`src/rtl/aidan_mcnay_sipo_pkg.sv`:
```
// Shared constants and helpers for the framed SIPO deserialiser.
// SIPO_PARITY_EN adds one trailing even-parity bit to every frame.
package aidan_mcnay_sipo_pkg;

  localparam int SIPO_MAX_NBITS = 64;

`ifdef SIPO_PARITY_EN
  localparam int SIPO_PARITY_BITS = 1;
`else
  localparam int SIPO_PARITY_BITS = 0;
`endif

  function automatic int cnt_width(input int n);
    return $clog2(n + 1);
  endfunction

endpackage

```
`src/rtl/aidan_mcnay_sipo_hold.sv`:
```
// One-entry valid/ready holding register with sticky overrun detection.
module aidan_mcnay_sipo_hold
  import aidan_mcnay_sipo_pkg::*;
#(
  parameter int W = SIPO_MAX_NBITS + 1
) (
  input  logic         clk,
  input  logic         rst_n,
  input  logic         clear,
  input  logic         in_valid,
  input  logic [W-1:0] in_data,
  input  logic         out_ready,
  output logic         out_valid,
  output logic [W-1:0] out_data,
  output logic         overrun
);

  logic         valid_q, valid_d;
  logic [W-1:0] data_q, data_d;
  logic         ovr_q, ovr_d;

  always_comb begin
    valid_d = valid_q;
    data_d  = data_q;
    ovr_d   = ovr_q;
    if (clear) begin
      valid_d = 1'b0;
      data_d  = '0;
      ovr_d   = 1'b0;
    end else if (in_valid && (!valid_q || out_ready)) begin
      // Empty or draining this edge: take the new word with no bubble.
      valid_d = 1'b1;
      data_d  = in_data;
    end else if (in_valid) begin
      ovr_d = 1'b1;
    end else if (valid_q && out_ready) begin
      valid_d = 1'b0;
    end
  end

  always_ff @(posedge clk or negedge rst_n) begin
    if (!rst_n) begin
      valid_q <= 1'b0;
      data_q  <= '0;
      ovr_q   <= 1'b0;
    end else begin
      valid_q <= valid_d;
      data_q  <= data_d;
      ovr_q   <= ovr_d;
    end
  end

  assign out_valid = valid_q;
  assign out_data  = data_q;
  assign overrun   = ovr_q;

endmodule

```
`src/rtl/aidan_mcnay_sipo_framed.sv`:
```
// Framed serial-in/parallel-out deserialiser with valid/ready output and overrun flag.
// Optional trailing even-parity bit per frame when SIPO_PARITY_EN is defined.
module aidan_mcnay_sipo_framed
  import aidan_mcnay_sipo_pkg::*;
#(
  parameter int NBITS     = 16,
  parameter bit MSB_FIRST = 1'b1,
  localparam int NBITS_TOT = NBITS + SIPO_PARITY_BITS,
  localparam int CW        = cnt_width(NBITS_TOT)
) (
  input  logic             clk,
  input  logic             reset,
  input  logic             clear,
  input  logic             en,
  input  logic             data_in,
  output logic             out_valid,
  input  logic             out_ready,
  output logic [NBITS-1:0] data_out,
  output logic [CW-1:0]    bit_count,
  output logic             overrun,
  output logic             parity_err
);

  logic [NBITS-1:0] sr_q, sr_d, shifted, word;
  logic [CW-1:0]    cnt_q, cnt_d;
  logic             last_bit, data_bit, parity;

  if (MSB_FIRST) begin : g_msb
    assign shifted = {sr_q[NBITS-2:0], data_in};
  end else begin : g_lsb
    assign shifted = {data_in, sr_q[NBITS-1:1]};
  end

  assign last_bit = en && (cnt_q == CW'(NBITS_TOT - 1));

`ifdef SIPO_PARITY_EN
  // The trailing parity bit is checked against the already-assembled word, never shifted in.
  assign data_bit = (cnt_q < CW'(NBITS));
  assign word     = sr_q;
  assign parity   = ^{sr_q, data_in};
`else
  assign data_bit = 1'b1;
  assign word     = shifted;
  assign parity   = 1'b0;
`endif

  always_comb begin
    sr_d  = sr_q;
    cnt_d = cnt_q;
    if (clear) begin
      sr_d  = '0;
      cnt_d = '0;
    end else if (en) begin
      if (data_bit) sr_d = shifted;
      cnt_d = last_bit ? '0 : cnt_q + 1'b1;
    end
  end

  always_ff @(posedge clk or negedge reset) begin
    if (!reset) begin
      sr_q  <= '0;
      cnt_q <= '0;
    end else begin
      sr_q  <= sr_d;
      cnt_q <= cnt_d;
    end
  end

  aidan_mcnay_sipo_hold #(.W(NBITS + 1)) u_hold (
    .clk      (clk),
    .rst_n    (reset),
    .clear    (clear),
    .in_valid (last_bit && !clear),
    .in_data  ({parity, word}),
    .out_ready(out_ready),
    .out_valid(out_valid),
    .out_data ({parity_err, data_out}),
    .overrun  (overrun)
  );

  assign bit_count = cnt_q;

endmodule

```
`config.mk`:
```
export PLATFORM = sky130hd
export DESIGN_NAME = aidan_mcnay_sipo_framed
export DESIGN_NICKNAME = d
export VERILOG_FILES = /design/src/rtl/aidan_mcnay_sipo_pkg.sv /design/src/rtl/aidan_mcnay_sipo_hold.sv /design/src/rtl/aidan_mcnay_sipo_framed.sv
export SDC_FILE = /design/constraint.sdc
export NUM_CORES = 1
export LEC_CHECK = 0
export CAP_MARGIN = 20
export CORE_MARGIN = 4
export CORE_UTILIZATION = 25
export DETAILED_ROUTE_END_ITERATION = 10
export PLACE_DENSITY = 0.46
export SLEW_MARGIN = 20
export SYNTH_ARGS = -nofsm -noshare
export SYNTH_HDL_FRONTEND = slang
export SYNTH_HIERARCHICAL = 1
export SYNTH_SLANG_ARGS = --single-unit
```
`constraint.sdc`:
```
create_clock -name clk -period 5 [get_ports clk]
set_clock_uncertainty 0.2 [all_clocks]
set_input_delay 0.5 -clock clk [delete_from_list [all_inputs] [get_ports clk]]
set_output_delay 0.5 -clock clk [all_outputs]
set_load 0.005 [all_outputs]
```
==> metrics.md <==
| Metric | Value |
|---|---|
| Clock root buffer | `clkbuf_8` |
| Area grow syn2layout | `25.1%` |
| Worst skew pair latency | `290 ps` |
| Max Root-Sink Buffers | `2` |
| I/O Buffers | `29` |
| Avg Cell Area, Syn | `11.6 um2` |
| RSZ-0062 raised after global routing | `false` |
| FP Rows | `30` |
| DRC Markers | `0` |
| Post-synth EDFFs | `0` |
| Worst setup path startpoint | `clear` |
| Initial DRC Count | `74` |
| Syn Nets | `164` |
| Total congestion overflow | `0` |
| Cells after synthesis | `157` |
| Die area | `0.00874 mm2` |
| Largest net degree at the start of global routing | `57` |
| Setup crit end kind | `flop` |
| CP Capture Point | `u_hold/out_data[1]$_DFFE_PN0P_` |
| R2R depth | `5` |
| Final TNS setup | `0 ps` |
| # Max-Cap Violations | `0` |
| Slew margin rel. | `42.6%` |
| Hold WC Path Type | `in -> async` |
| Final Cycle Share | `52.6%` |
| Worst reg2reg path endpoint | `u_hold/out_data[1]$_DFFE_PN0P_` |
| R2R setup slack | `2750 ps` |
| ANT cells | `0` |
| # IOs | `30` |
| Clock tree from TritonCTS | `yes` |
| Die Span Y | `93.5 um` |
| Hold WS | `118 ps` |
| Leak | `0.955 nW` |
| Share of layout cells above drive strength 1 | `8.56%` |
| Final #Nets | `193` |
| Yosys cell types | `24` |
| Seq cells post-synth | `39` |
| Max-slew violation count | `0` |
| Status | `finished, final reports clean` |
| Chip width | `93.5 um` |
| Top_reg_cell synth | `dfrtp_1` |
| Min Tclk post-route | `2630 ps` |
| First-pass GRT wire length | `6.07 mm` |
| Largest area contributor in the netlist | `dfrtp_1` |
| WS Path Type | `in -> reg` |
| CTS buffer count | `5` |
| Synth Cell Area | `0.00183 mm2` |
| Final Util | `32.9%` |
| Pwr Density | `272 mW/mm2` |
| GR Util All Layers | `8.75%` |
| Number of synthesis warnings | `6` |
| Max Freq | `0.380 GHz` |
| Hold Vio Cnt, Final | `0` |
| Vias after detailed routing | `1148` |
| GP Congestion | `0.736` |
| Clk sink count | `39` |
| Final setup violation count | `0` |
| Count leader, synth | `dfrtp_1` |
| Worst slew pin tran | `861 ps` |
| Clock transition at the registers of the reported paths | `80 ps` |
| Initial Utilization | `26.3%` |
| FF-to-FF Start | `bit_count[0]$_DFFE_PN0P_` |
| CORE AREA | `0.00694 mm2` |
| Most frequent cells after synthesis | `dfrtp_1 (39), nand2b_1 (35), mux2i_1 (32)` |
| Final ANT Viol Nets | `0` |
| Async S/R FF share, synth | `100%` |
| Drt via density | `4.06` |
| Register area share after synthesis | `53.4%` |
| CP max FO | `56` |
| VDD IR max | `95.8 uV` |
| CTS H-Tree Depth | `2` |
| Worst EP arrival | `2640 ps` |
| Post-CTS Repair Setup Buffers | `0` |
| Synth top area share | `53.4%` |
| Vias in the first global route | `1279` |
| Synth area leaders | `dfrtp_1 (53%), mux2i_1 (18%), nand2b_1 (12%)` |
| Final wirelength | `3.34 mm` |
| Startpoint Class | `input port` |
| Hold_buf cts | `0` |
| Critical Path RT | `5010 ps` |
| Post-DP HPWL | `2.22 mm` |
| Pre-antenna DRT Iters | `4` |
| Drt wl/cell | `11.8 um` |
| Initial antenna violation count | `0` |
| PostCTS Resize Cnt | `0` |
critical path: stages:
cell and delay, ps:
clkdlybuf4s50_1 400, buf_4 270, nand2b_1 210, nor3_1 310
nor2b_4 630, mux2i_1 260
metal layers:
metal | vias to the layer above | part of all wire, % | GRT usage, %
li1 | 575 | - | -
met1 | 546 | 49 | 11.3
met2 | 22 | 46 | 13.7
met3 | 5 | 3.3 | 2.17
met4 | 0 | 1.6 | 4.03
met5 | - | 0 | 0
layout make-up:
class / count / area (um2)
Fill cell: 697 / 4660
Sequential cell: 39 / 976
Multi-Input combinational cell: 108 / 768
Timing Repair Buffer: 31 / 300
Tap cell: 96 / 120
Clock buffer: 6 / 82.6
Clock inverter: 2 / 35.0
Inverter: 1 / 3.75
state kept, by name, indices dropped and copies added (netlist names):
name,cells
bit_count,5
u_hold/overrun,1
u_hold/out_data,17
u_hold/out_valid,1
sr_q,15
per-stage QoR:
stage                     area [um2]  total power, mW  cells  worst slack (ps)
after floorplan                 1830            0.347    157              3160
after global placement          2160            0.362    275              1770
after detailed placement        2160            0.363    275              1700
after CTS                       2280            0.637    283              1980
after global routing            2290            0.652    283              2170
final                           2290            0.623    283              2370
where the power goes:
part	internal [mW]	switching (mW)
combinational	0.0154	0.0193
clock	0.161	0.106
sequential	0.318	0.00275
cells in the final DEF (no fill, tap or decap):
cell type	netlist	routed
dfrtp_1	39	39
nand2b_1	35	35
mux2i_1	32	32
clkdlybuf4s50_1	0	28
nor2_1	20	20
clkbuf_8	0	6
nand2_1	4	4
nand3_1	2	2
o21ai_1	2	2
nand4_1	2	2
buf_4	0	2
nor2b_4	1	2
nor3_1	1	1
xor2_1	1	1
inv_1	1	1
o21bai_2	1	1
and3b_1	1	1
mux2_2	1	1
o22ai_2	1	1
ha_1	1	1
clkinv_2	0	1
bufinv_16	0	1
buf_2	2	1
a21oi_1	1	1
conb_1	1	1
cell families after synthesis:
logic type,synth area share [%]
multiplexers,18.2
adder cells (fa/ha/maj),0.685
other,0.205
buffers and inverters,4.79
AND/OR/NAND/NOR,20.1
XOR/XNOR,0.480
flip-flops,53.4
AO/OA/AOI/OAI,2.12
worst min path at each step:
stage	start	to	slack (ps)	cells past startpoint
after floorplan	reset	bit_count[0]$_DFFE_PN0P_	4	0
final	reset	u_hold/out_data[3]$_DFFE_PN0P_	120	1
after detailed placement	u_hold/overrun$_DFFE_PN0P_	u_hold/overrun$_DFFE_PN0P_	300	2
after global placement	u_hold/overrun$_DFFE_PN0P_	u_hold/overrun$_DFFE_PN0P_	310	2
after global routing	reset	u_hold/out_data[3]$_DFFE_PN0P_	220	1
after CTS	reset	u_hold/out_data[15]$_DFFE_PN0P_	160	1
Note: power is estimated with default switching activity, not from simulation.
